===== src/rtl/cim_pkg.sv =====
// rtl/cim_pkg.sv - shared CiM types and constants for the cell group and its result drain
package cim_pkg;

  // Default geometry of the cell-group array and its result vector
  localparam int CCG_N_GROUP    = 12;
  localparam int CCG_DATA_WIDTH = 32;

  // Drain sequencer states
  typedef enum logic {
    IDLE  = 1'b0,
    DRAIN = 1'b1
  } ccg_drain_state_e;

  // Width of a word index into an n-word vector (at least one bit)
  function automatic int ccg_idx_width(input int n);
    return (n <= 1) ? 1 : $clog2(n);
  endfunction

endpackage


===== src/rtl/ccg_drain_buf.sv =====
// rtl/ccg_drain_buf.sv - one result-vector register with load enable, async clear and word-select read
module ccg_drain_buf
  import cim_pkg::*;
#(
  parameter int N_GROUP    = CCG_N_GROUP,
  parameter int DATA_WIDTH = CCG_DATA_WIDTH,
  parameter int IDX_WIDTH  = ccg_idx_width(CCG_N_GROUP)
) (
  input  logic                          clk,
  input  logic                          rst,
  input  logic                          load_i,
  input  logic [N_GROUP*DATA_WIDTH-1:0] load_data_i,
  input  logic [IDX_WIDTH-1:0]          sel_i,
  output logic [DATA_WIDTH-1:0]         word_o,
  output logic [N_GROUP*DATA_WIDTH-1:0] data_o
);

  logic [N_GROUP*DATA_WIDTH-1:0] vec_q;

  // Whole-vector latch; cleared by reset so no stale result survives it
  always_ff @(posedge clk or negedge rst) begin
    if (!rst) begin
      vec_q <= '0;
    end else if (load_i) begin
      vec_q <= load_data_i;
    end
  end

  assign data_o = vec_q;
  assign word_o = vec_q[sel_i*DATA_WIDTH +: DATA_WIDTH];

endmodule


===== src/rtl/ccg_result_drain.sv =====
// rtl/ccg_result_drain.sv - latch a CiM result vector and stream it out one word per beat (CCG_DRAIN_DOUBLE_BUF_EN adds a shadow buffer)
module ccg_result_drain
  import cim_pkg::*;
#(
  parameter  int N_GROUP    = CCG_N_GROUP,
  parameter  int DATA_WIDTH = CCG_DATA_WIDTH,
  localparam int IDX_WIDTH  = ccg_idx_width(N_GROUP)
) (
  input  logic                          clk,
  input  logic                          rst,
  input  logic                          capture_i,
  input  logic [N_GROUP*DATA_WIDTH-1:0] data_i,
  output logic                          m_valid_o,
  input  logic                          m_ready_i,
  output logic [DATA_WIDTH-1:0]         m_data_o,
  output logic [IDX_WIDTH-1:0]          m_idx_o,
  output logic                          m_last_o,
  output logic                          busy_o,
  output logic                          drop_o
);

  localparam logic [IDX_WIDTH-1:0] IDX_LAST = IDX_WIDTH'(N_GROUP - 1);

  ccg_drain_state_e              state_q;
  logic [IDX_WIDTH-1:0]          idx_q;
  logic                          valid_q;
  logic [DATA_WIDTH-1:0]         data_q;
  logic                          last_q;
  logic                          busy_q;
  logic                          drop_q;

  logic                          hs;
  logic                          last_hs;
  logic [IDX_WIDTH-1:0]          idx_nxt;
  logic                          act_load;
  logic [N_GROUP*DATA_WIDTH-1:0] act_load_data;
  logic [DATA_WIDTH-1:0]         act_word;
  logic [N_GROUP*DATA_WIDTH-1:0] act_data;
  logic [DATA_WIDTH-1:0]         reload_word;
  logic                          drop_now;
  logic                          stay_drain;
  logic                          busy_d;

  assign hs      = valid_q & m_ready_i;
  assign last_hs = hs & last_q;
  assign idx_nxt = (idx_q == IDX_LAST) ? '0 : idx_q + 1'b1;

`ifdef CCG_DRAIN_DOUBLE_BUF_EN
  logic                          pend_q;
  logic                          pend_d;
  logic                          sh_load;
  logic                          act_from_sh;
  logic [DATA_WIDTH-1:0]         sh_word;
  logic [N_GROUP*DATA_WIDTH-1:0] sh_data;

  // Shadow takes a capture mid-drain when empty, or refills as it empties into the active buffer
  assign act_from_sh   = last_hs & pend_q;
  assign act_load      = (state_q == IDLE && capture_i) || (last_hs && (pend_q || capture_i));
  assign sh_load       = capture_i & (((state_q == DRAIN) & ~last_hs & ~pend_q) | (last_hs & pend_q));
  assign drop_now      = capture_i & (state_q == DRAIN) & ~last_hs & pend_q;
  assign act_load_data = act_from_sh ? sh_data : data_i;
  assign reload_word   = act_from_sh ? sh_word : data_i[DATA_WIDTH-1:0];
  assign pend_d        = pend_q ? ~(last_hs & ~capture_i) : sh_load;

  ccg_drain_buf #(
    .N_GROUP    (N_GROUP),
    .DATA_WIDTH (DATA_WIDTH),
    .IDX_WIDTH  (IDX_WIDTH)
  ) u_shadow_buf (
    .clk         (clk),
    .rst         (rst),
    .load_i      (sh_load),
    .load_data_i (data_i),
    .sel_i       ('0),
    .word_o      (sh_word),
    .data_o      (sh_data)
  );

  // Pending flag marks a full shadow buffer waiting for the active drain to finish
  always_ff @(posedge clk or negedge rst) begin
    if (!rst) begin
      pend_q <= 1'b0;
    end else begin
      pend_q <= pend_d;
    end
  end
`else
  logic act_data_unused;

  // Single buffer: only an idle capture or one landing on the last-word handshake is taken
  assign act_load        = capture_i & ((state_q == IDLE) | last_hs);
  assign drop_now        = capture_i & (state_q == DRAIN) & ~last_hs;
  assign act_load_data   = data_i;
  assign reload_word     = data_i[DATA_WIDTH-1:0];
  assign act_data_unused = ^act_data;
`endif

  ccg_drain_buf #(
    .N_GROUP    (N_GROUP),
    .DATA_WIDTH (DATA_WIDTH),
    .IDX_WIDTH  (IDX_WIDTH)
  ) u_active_buf (
    .clk         (clk),
    .rst         (rst),
    .load_i      (act_load),
    .load_data_i (act_load_data),
    .sel_i       (idx_nxt),
    .word_o      (act_word),
    .data_o      (act_data)
  );

  // Still draining next cycle unless the last word leaves with nothing queued behind it
  assign stay_drain = (state_q == IDLE) ? capture_i : ~(last_hs & ~act_load);
`ifdef CCG_DRAIN_DOUBLE_BUF_EN
  assign busy_d = stay_drain | pend_d;
`else
  assign busy_d = stay_drain;
`endif

  // Drain sequencer with registered stream outputs; word data is prefetched for the next beat
  always_ff @(posedge clk or negedge rst) begin
    if (!rst) begin
      state_q <= IDLE;
      idx_q   <= '0;
      valid_q <= 1'b0;
      data_q  <= '0;
      last_q  <= 1'b0;
      busy_q  <= 1'b0;
      drop_q  <= 1'b0;
    end else begin
      drop_q <= drop_now;
      busy_q <= busy_d;
      case (state_q)
        IDLE: begin
          if (capture_i) begin
            state_q <= DRAIN;
            valid_q <= 1'b1;
            idx_q   <= '0;
            data_q  <= data_i[DATA_WIDTH-1:0];
            last_q  <= 1'b0;
          end
        end
        DRAIN: begin
          if (last_hs) begin
            idx_q  <= '0;
            last_q <= 1'b0;
            if (act_load) begin
              data_q <= reload_word;
            end else begin
              state_q <= IDLE;
              valid_q <= 1'b0;
              data_q  <= '0;
            end
          end else if (hs) begin
            idx_q  <= idx_nxt;
            data_q <= act_word;
            last_q <= (idx_nxt == IDX_LAST);
          end
        end
        default: begin
          state_q <= IDLE;
          valid_q <= 1'b0;
        end
      endcase
    end
  end

  assign m_valid_o = valid_q;
  assign m_data_o  = data_q;
  assign m_idx_o   = idx_q;
  assign m_last_o  = last_q;
  assign busy_o    = busy_q;
  assign drop_o    = drop_q;

endmodule


===== config.mk =====
export PLATFORM = sky130hd
export DESIGN_NAME = ccg_result_drain
export DESIGN_NICKNAME = d
export VERILOG_FILES = /design/src/rtl/cim_pkg.sv /design/src/rtl/ccg_drain_buf.sv /design/src/rtl/ccg_result_drain.sv
export SDC_FILE = /design/constraint.sdc
export NUM_CORES = 1
export LEC_CHECK = 0
export CELL_PAD_IN_SITES_DETAIL_PLACEMENT = 2
export CELL_PAD_IN_SITES_GLOBAL_PLACEMENT = 2
export CORE_MARGIN = 5
export CORE_UTILIZATION = 35
export DETAILED_ROUTE_END_ITERATION = 10
export PLACE_DENSITY = 0.91
export SYNTH_ARGS = -nofsm -noshare
export SYNTH_HDL_FRONTEND = slang
export SYNTH_SLANG_ARGS = --single-unit

===== constraint.sdc =====
create_clock -name clk -period 2.6 [get_ports clk]
set_input_delay 0.26 -clock clk [delete_from_list [all_inputs] [get_ports clk]]
set_output_delay 0.26 -clock clk [all_outputs]
set_load 0.01 [all_outputs]

==> qor.csv, run 1 <==
stage,metric,value,unit
run_status,status,"finished, final reports clean",
route,Final ANT Viol Nets,0,
yosys,post-synthesis cell type count,40,
floorplanning,I/O Pins,428,
sta,fmax,394,MHz
clocking,CTS root buf,clkbuf_16,
clocking,clk_lat worst skew,610,ps
setup_path,WP data required,3020,ps
yosys,"FF+latch count, synth",424,
floorplanning,Die Span Y,255,um
sta,Max Slew Vio Count,0,
route,DRC,0,
global_route,number of global-route vias before repair,19218,
setup_path,element type at the critical path end,register,
clocking,number of CTS-inserted buffers,50,
sta,Worst slew margin,52.3,%
setup_path,CP Data Arrival Time,2960,ps
sta,Final Hold Viols,0,
sta,"Min Clock Period, post-route",2540,ps
clocking,CTS Buffer Depth,3,
placed_design,global placer's final weighted congestion,0.843,
sta,Worst-Margin Slew,715,ps
final_layout,layout cells sized above 1,31.3,%
sta,number of setup violations in the final report,0,
pwr,VDD IR max,568,uV
pwr,Leak,11.9,nW
global_route,largest net degree at the start of global routing,106,
final_layout,most frequent cells in the layout,"427 x mux2_2, 425 x clkdlybuf4s50_1, 423 x dfrtp_1",
floorplanning,Die Area,64900,um^2
placed_design,input/output buffers,427,
setup_path,worst setup path category,register to register,
yosys,asr flop ratio synth,100,%
floorplanning,Starting Density,35.4,%
route,via/cell ratio,5.71,
clocking,CTS HTree Levels,2,
clocking,"CTS clk-pin slew, worst paths",60,ps
run,MaxCap Viol Count,0,
sta,period utilization,97.5,%
placed_design,Area after DPL,26400,um^2
global_route,first-pass GRT wire length,135,mm
sta,setup TNS,0,ps
route,router iterations before antenna repair,5,
floorplanning,die width,255,um
route,total number of vias,16522,
final_layout,final instance area,28300,um^2
placed_design,DP Wirelength,66.1,mm
clocking,CTS sink count,424,
pwr,Power Total,22.7,mW
setup_path,Critical Path Fanout Max,50,
sta,RSZ-0062 raised after global routing,no,
yosys,syn nets,2040,
clocking,CTS tree,done,
yosys,Main synth FF type,dfrtp_1,
global_route,grt ovf,0,
yosys,simple-gate share of the synthesized area,6.52,%
route,final WL,95.2,mm
yosys,Avg Synthesized Cell Area,12.7,um^2
yosys,Post-Synth Adder-Cell Area,0.119,%
final_layout,# nets final,2452,
yosys,multiplexer share of the synthesized area,29.8,%
global_route,gr usage total,28.1,%
route,initial DRC count,1126,
pwr,PwrDens,802,nW/um^2
floorplanning,row cnt,89,
yosys,Mapped Area,21000,um^2
yosys,complex-gate fraction of the synthesized area,9.26,%
setup_path,startpoint types,register,
yosys,Cells after Synth,1650,
yosys,XOR/XNOR Fraction of Synth Area,0,%
route,WL/cell,32.9,um
yosys,sequential-to-total area share from yosys stat,50.6,%
yosys,largest family of logic cells by synthesized area,multiplexers,
yosys,Post-synth EDFFs,0,
global_route,initial antenna violation count,31,
final_layout,"commonest non-fill, non-tap cell in the layout",mux2_2,
final_layout,# fillers,5700,
worst_hold_path,Hold Path Class,input port to async pin,
floorplanning,Core Region,59200,um^2
sta,Clock Skew,35.7,ps
yosys,Yosys warning total,0,
final_layout,area grow syn2layout,35.0,%
## area by class of cell
class	instances	area [um^2]	area share [%]
inverters	33	124	0.437
repair buffers	494	5200	18.3
flip-flops and latches	424	10600	37.5
clock inverters	20	307	1.08
diodes	23	57.6	0.203
clock buffers	70	1430	5.04
multi-input cells	1059	9640	34.0
well taps	773	967	3.41
## critical path: stages, from the launching register on
cell and delay [ps]:
dfrtp_1 420, ha_1 230, and3b_2 270, or2_4 270, buf_12 200, mux2_2 310, o31ai_1 70, o32ai_1 480
## layer usage
layer	vias to the layer above	part of all wire, %	GRT usage, %
met5	-	0.095	0
met4	14	3.2	10.6
met3	182	5.8	5.88
met2	627	52	49.5
met1	8784	39	34.0
li1	6915	-	-
## path summary, 6_finish.rpt
path                                                      start                              endpoint  slack [ps]  cells past startpoint
max                                      m_idx_o[1]$_DFFE_PN0P_              m_data_o[13]$_DFFE_PN0P_          60                      7
min                                                         rst  u_active_buf.data_o[301]$_DFFE_PN0P_         260                      2
max reg2reg                              m_idx_o[1]$_DFFE_PN0P_              m_data_o[13]$_DFFE_PN0P_          60                      7
min reg2reg                u_active_buf.data_o[220]$_DFFE_PN0P_  u_active_buf.data_o[220]$_DFFE_PN0P_         500                      1
max in group asynchronous                                   rst  u_active_buf.data_o[182]$_DFFE_PN0P_        1500                      3
min in group clk                                    data_i[358]  u_active_buf.data_o[358]$_DFFE_PN0P_         260                      2
## Yosys cell counts, types with 33 or more instances
master / instances / area share [%]
mux2_2: 427 / 23
mux2i_1: 40 / 1.9
nor3_1: 48 / 1.1
o211ai_1: 33 / 1.2
buf_2: 44 / 1.0
a21o_1: 33 / 1.2
nand2_1: 60 / 1.1
dfrtp_1: 424 / 51
inv_1: 33 / 0.59
nor2_1: 69 / 1.2
a21oi_1: 91 / 2.2
clkbuf_1: 71 / 1.3
o31ai_1: 34 / 1.2
## through the flow
step	setup WS, ps	util [%]	cells	hold WS (ps)
2_1_floorplan	281	-	1650	-35.6
3_3_place_gp	262	44.6	2773	297
3_5_place_dp	-3.06	44.6	2773	298
4_1_cts	13.3	47.5	2865	238
5_1_grt	11.3	47.8	2891	261
6_report	63.9	47.8	2896	258
## repair_timing
action                                  4_1_cts  5_1_grt
hold buffers                                  2        0
endpoints found under the setup margin        2        5
pin swaps                                     0        1
cloned                                        0        1
resized for setup                             1        3
endpoints found under the hold margin        57        0
buffers inserted                              0        7
## flip-flops by register name, indices dropped and copies added, names as in the netlist
register             cells
m_data_o                32
m_valid_o                1
m_last_o                 1
u_active_buf.data_o    384
drop_o                   1
busy_o                   1
m_idx_o                  4
## power breakdown
part | internal, mW | leakage, nW | switching [mW] | total, mW
sequential | 7.32 | 5.14 | 0.536 | 7.85
combinational | 3.25 | 5.90 | 3.96 | 7.20
clock | 4.61 | 0.856 | 3.05 | 7.65
## cells by family after synthesis
logic type	count (synthesis)
simple gates	265
buf+inv	167
compound gates	272
flops	424
mux	520
fa+ha+maj	2
No activity file was read; power rests on OpenSTA's default activity.
==> run 2: changes to the inputs <==
- CTS_CLUSTER_SIZE: unset -> 12
- SETUP_SLACK_MARGIN: unset -> 0.5
==> run 2 against run 1 <==
Compared with the run above:
- the run now ends with setup timing left
- flip-flop and latch count did not move
- total power is 3.0% higher
- first-iteration DRC count down 2.5%
- utilization grew 1.2 points
- worst setup slack lost 120 ps
- cell count increased by 0.93%
- clock skew down 12 ps
- hold slack worse by 48 ps
- via count increased by 0.88%
- highest routed layer unchanged
==> qor.csv, run 2 (same netlist as run 1, synthesis figures left out) <==
stage,metric,value,unit
clocking,CTS tree,done,
final_layout,# nets final,2483,
final_layout,most frequent cells in the layout,"426 x mux2_2, 421 x clkdlybuf4s50_1, 419 x dfrtp_1",
route,final WL,98.1,mm
clocking,CTS root buf,clkbuf_16,
floorplanning,die width,255,um
pwr,P_int,15.6,mW
pwr,Seq pwr share,33.9,%
placed_design,input/output buffers,427,
final_layout,area grow syn2layout,38.5,%
floorplanning,Die Span Y,255,um
pwr,Power Total,23.4,mW
placed_design,Area after DPL,26600,um^2
route,via/cell ratio,5.70,
pwr,Comb pwr share,33.8,%
setup_path,largest delay contributor family on the critical path,buffers and inverters,
setup_path,R2R setup slack,-60,ps
route,WL/cell,33.5,um
pwr,Net Switching,7.80,mW
run_status,status,finished with violations,
global_route,gr usage total,28.6,%
final_layout,FF+latch area,10600,um^2
pwr,Leak,12.2,nW
placed_design,DP Wirelength,66.6,mm
setup_path,"slowest stage delay, CP",420,ps
setup_path,FF-to-FF End,m_data_o[30]$_DFFE_PN0P_,
setup_path,reg-to-reg startpoint,m_idx_o[0]$_DFFE_PN0P_,
route,total number of vias,16667,
setup_path,WP data required,3040,ps
floorplanning,Die Area,64900,um^2
global_route,largest net degree at the start of global routing,64,
route,router iterations before antenna repair,5,
placed_design,global placer's final weighted congestion,0.852,
worst_hold_path,Hold Path Class,input port to async pin,
sta,fmax,376,MHz
sta,period utilization,102,%
setup_path,worst setup path category,register to register,
clocking,CTS sink count,424,
setup_path,startpoint types,register,
setup_path,CP Data Arrival Time,3100,ps
clocking,number of CTS-inserted buffers,49,
sta,Clock Skew,23.8,ps
final_layout,Largest register FFs,384,
sta,"crit path setup slack, layout",-58.8,ps
floorplanning,Starting Density,35.4,%
sta,Max Slew Vio Count,0,
clocking,clk_lat worst skew,600,ps
setup_path,Critical Path Fanout Max,18,
pwr,PwrDens,805,nW/um^2
sta,number of setup violations in the final report,1,
sta,setup TNS,-58.8,ps
floorplanning,I/O Pins,428,
pwr,Clock Power Share,32.3,%
setup_path,element type at the critical path end,register,
sta,Worst-Margin Slew,629,ps
setup_path,CP Cell Sequence,"buf_4, buf_6, inv_1, ha_4, nor2b_4, buf_8, nand2_1, a21oi_1, nor3_1, o32ai_1",
sta,Worst slew margin,57.9,%
clocking,CTS Buffer Depth,3,
final_layout,# fillers,5623,
pwr,Sw Share,33.4,%
global_route,grt ovf,0,
floorplanning,Core Region,59200,um^2
run_status,failing checks,setup timing,
sta,RSZ-0062 raised after global routing,yes,
final_layout,layout cells sized above 1,34.7,%
setup_path,Worst Path Buf+Inv,4,
clocking,CTS HTree Levels,2,
final_layout,"commonest non-fill, non-tap cell in the layout",mux2_2,
global_route,number of global-route vias before repair,19307,
final_layout,multi-input logic area,9870,um^2
route,DRC,0,
placed_design,Placed Cells incl. Taps,2781,
sta,Final Hold Viols,0,
route,Final ANT Viol Nets,0,
global_route,initial antenna violation count,30,
setup_path,CP max stage cell,dfrtp_2,
setup_path,Reg2Reg Depth,10,
floorplanning,row cnt,89,
sta,"Min Clock Period, post-route",2660,ps
final_layout,final instance area,29100,um^2
clocking,"CTS clk-pin slew, worst paths",70,ps
final_layout,Finished Layout Cells,2923,
pwr,VDD IR max,517,uV
route,initial DRC count,1098,
global_route,first-pass GRT wire length,136,mm
run,MaxCap Viol Count,0,
-- run 2: cell types whose count changed in the layout (fill, tap and decap cells not counted), moves of 5 or more --
cell	delta
nor3_1	-26
nor3_2	+25
buf_6	+12
buf_16	+8
buf_4	+8
clkbuf_1	-8
clkbuf_8	+6
o32ai_1	-5
o32ai_2	+5
-- run 2: layer usage --
metal	vias up	GRT usage [%]	part of all wire, %
met5	-	0	0.075
met4	10	12.4	4.1
met3	209	7.90	6.9
met1	8797	34.5	39
li1	6967	-	-
met2	684	48.4	50
-- run 2: through the flow --
stage / util, % / worst slack (ps) / hold WS (ps)
2_1_floorplan: - / 422 / -35.6
6_report: 49.1 / -58.8 / 210
5_1_grt: 49.0 / -107 / 267
4_1_cts: 48.7 / 225 / 234
3_5_place_dp: 44.9 / 100 / 282
3_3_place_gp: 44.9 / 258 / 270
-- run 2: final cells by class --
class | instances | area share (%)
multi-input cells | 1059 | 34.0
flip-flops and latches | 424 | 36.5
inverters | 33 | 0.426
clock inverters | 21 | 0.947
repair buffers | 526 | 19.6
diodes | 20 | 0.172
clock buffers | 67 | 5.01
well taps | 773 | 3.33
-- run 2: worst max-delay path by stage --
stage,cells after the start,slack [ps],from,endpoint
finish,10,-60,m_idx_o[0]$_DFFE_PN0P_,m_data_o[30]$_DFFE_PN0P_
global route,10,-110,m_idx_o[0]$_DFFE_PN0P_,m_data_o[30]$_DFFE_PN0P_
CTS,8,220,m_idx_o[0]$_DFFE_PN0P_,m_data_o[27]$_DFFE_PN0P_
detailed placement,7,100,m_idx_o[1]$_DFFE_PN0P_,m_data_o[27]$_DFFE_PN0P_
global placement,7,260,m_idx_o[1]$_DFFE_PN0P_,m_data_o[19]$_DFFE_PN0P_
floorplan,10,420,m_idx_o[0]$_DFFE_PN0P_,m_data_o[22]$_DFFE_PN0P_
-- run 2: repair_timing --
item / in CTS / in global routing
resized for setup: 34 / 30
hold buffers: 1 / 0
hold endpoints to repair: 54 / 0
endpoints found under the setup margin: 35 / 95
buffers inserted: 20 / 7
gates cloned: 6 / 0
pin swaps: 8 / 9
-- run 2: worst reg2reg max path, delay by kind of cell (launching register included) --
kind | cells | cell delay, ps
compound gates | 2 | 590
fa+ha+maj | 1 | 390
simple gates | 3 | 490
buf+inv | 4 | 600
flops | 1 | 420
-- run 2: power by group through the flow --
stage / combinational [mW] / sequential, mW / clock [mW]
global route: 8.18 / 7.97 / 7.92
global placement: 6.28 / 7.86 / 0
finish: 7.91 / 7.92 / 7.56
CTS: 7.52 / 7.88 / 7.62
floorplan: 3.91 / 7.70 / 0
detailed placement: 6.63 / 7.98 / 0
==> run 3: changes to the inputs <==
- GPL_TIMING_DRIVEN: unset -> 1
- SETUP_SLACK_MARGIN: 0.5 -> 0.2
- SLEW_MARGIN: unset -> 10
==> run 3 against run 2 <==
Compared with the run above:
- critical path depth fell by 2
- hold slack better by 36 ps
- first-iteration DRC count up 3.0%
- cell count about the same
- utilization is 0.49 points lower
- the flow still finishes with violations (setup timing)
- die area unchanged
==> qor.csv, run 3 (same netlist as run 1, synthesis figures left out) <==
stage,metric,value,unit
run_status,status,finished with violations,
run_status,failing checks,setup timing,
setup_path,Critical Path Fanout Max,16,
sta,number of setup violations in the final report,1,
sta,Worst slew margin,49.3,%
placed_design,Placed Cells incl. Taps,2773,
final_layout,most frequent cells in the layout,"427 x mux2_2, 425 x clkdlybuf4s50_1, 421 x dfrtp_1",
route,DRC,0,
sta,"Min Clock Period, post-route",2620,ps
clocking,CTS root buf,clkbuf_16,
final_layout,Finished Layout Cells,2922,
floorplanning,Starting Density,35.4,%
clocking,number of CTS-inserted buffers,50,
run,MaxCap Viol Count,0,
final_layout,area grow syn2layout,37.1,%
global_route,first-pass GRT wire length,140,mm
sta,Worst-Margin Slew,756,ps
sta,fmax,382,MHz
final_layout,layout cells sized above 1,32.3,%
setup_path,worst setup path category,register to register,
pwr,VDD IR max,527,uV
floorplanning,Core Region,59200,um^2
clocking,"CTS clk-pin slew, worst paths",60,ps
clocking,CTS HTree Levels,2,
pwr,Leak,12.1,nW
clocking,CTS tree,done,
global_route,gr usage total,29.1,%
final_layout,Largest register FFs,384,
floorplanning,die width,255,um
setup_path,CP Data Arrival Time,3040,ps
clocking,clk_lat worst skew,610,ps
route,final WL,102,mm
placed_design,DP Wirelength,66.1,mm
route,Final ANT Viol Nets,0,
placed_design,Area after DPL,26400,um^2
sta,Max Slew Vio Count,0,
placed_design,global placer's final weighted congestion,0.843,
floorplanning,row cnt,89,
floorplanning,Die Area,64900,um^2
final_layout,# nets final,2472,
sta,Clock Skew,35.3,ps
final_layout,final instance area,28800,um^2
floorplanning,I/O Pins,428,
final_layout,"commonest non-fill, non-tap cell in the layout",mux2_2,
sta,Final Hold Viols,0,
worst_hold_path,Hold Path Class,input port to async pin,
clocking,CTS Buffer Depth,3,
final_layout,# fillers,5627,
setup_path,WP data required,3030,ps
global_route,grt ovf,0,
sta,RSZ-0062 raised after global routing,yes,
route,router iterations before antenna repair,5,
clocking,CTS sink count,424,
route,WL/cell,35.0,um
global_route,initial antenna violation count,39,
route,initial DRC count,1131,
route,total number of vias,17040,
global_route,number of global-route vias before repair,19413,
sta,period utilization,101,%
global_route,largest net degree at the start of global routing,71,
pwr,PwrDens,818,nW/um^2
floorplanning,Die Span Y,255,um
sta,hold slack,246,ps
route,via/cell ratio,5.83,
placed_design,Place WS,-3.06,ps
setup_path,element type at the critical path end,register,
placed_design,input/output buffers,427,
setup_path,startpoint types,register,
sta,"crit path setup slack, layout",-16.4,ps
-- run 3: cell types whose count changed in the layout (fill, tap and decap cells not counted), sizes merged, moves of 2 or more --
cell,previous run,this run
buf,98,83
clkbuf,68,72
clkdlybuf4s50,421,425
clkinv,13,10
bufinv,6,8
dlygate4sd2,2,0
diode,20,29
dlymetal6s2s,2,0
-- run 3: final timing paths --
check                                                          start                              endpoint  slack, ps  depth (start not counted)
worst min-delay path                                             rst  u_active_buf.data_o[301]$_DFFE_PN0P_        250                          2
max in group asynchronous                                        rst                m_idx_o[1]$_DFFE_PN0P_       1470                          3
worst max-delay path                          m_idx_o[1]$_DFFE_PN0P_              m_data_o[13]$_DFFE_PN0P_        -20                          8
worst min register to register  u_active_buf.data_o[117]$_DFFE_PN0P_  u_active_buf.data_o[117]$_DFFE_PN0P_        500                          1
worst max register to register                m_idx_o[1]$_DFFE_PN0P_              m_data_o[13]$_DFFE_PN0P_        -20                          8
min in group clk                                         data_i[358]  u_active_buf.data_o[358]$_DFFE_PN0P_        260                          2
-- run 3: routing by layer --
layer	global-route usage, %	up-vias	share of wire [%]
li1	-	6977	-
met1	34.9	9002	38
met2	51.4	772	51
met3	6.31	273	6.5
met4	11.0	16	4.2
met5	0	-	0.12
-- run 3: stage by stage --
step	total power, mW	TNS, ps	util (%)
finish	23.5	-16.4	48.6
global route	24.2	-192	48.5
CTS	23.1	0	48.1
detailed placement	14.8	-3.06	44.6
global placement	14.3	0	44.6
floorplan	11.5	0	-
-- run 3: final cells by class --
class	count	area, um^2	area share, %
flip-flops and latches	424	10600	36.9
multi-input cells	1059	9670	33.6
well taps	773	967	3.36
clock inverters	20	307	1.07
clock buffers	70	1430	4.96
diodes	29	72.6	0.252
inverters	33	124	0.431
repair buffers	514	5580	19.4
-- run 3: worst max-delay path: stages, from the launching register on --
cell	delay, ps
dfrtp_2	450
buf_4	150
buf_4	160
a21boi_0	350
o211ai_1	220
nand3_2	140
buf_4	330
nor2_1	120
o32ai_1	480
-- run 3: repair_timing --
item | CTS | global route
pin swaps | 8 | 10
resized for setup | 14 | 14
setup buffers | 13 | 9
gates cloned | 4 | 2
hold buffers | 2 | 0
setup endpoints to repair | 34 | 32
hold endpoints to repair | 57 | 0
-- run 3: power by group --
group / switching [mW] / total, mW / leakage, nW / internal, mW
registers: 0.584 / 7.90 / 5.13 / 7.32
logic: 4.23 / 7.84 / 6.10 / 3.61
clock network: 3.16 / 7.77 / 0.856 / 4.61
total: 7.97 / 23.5 / 12.1 / 15.5
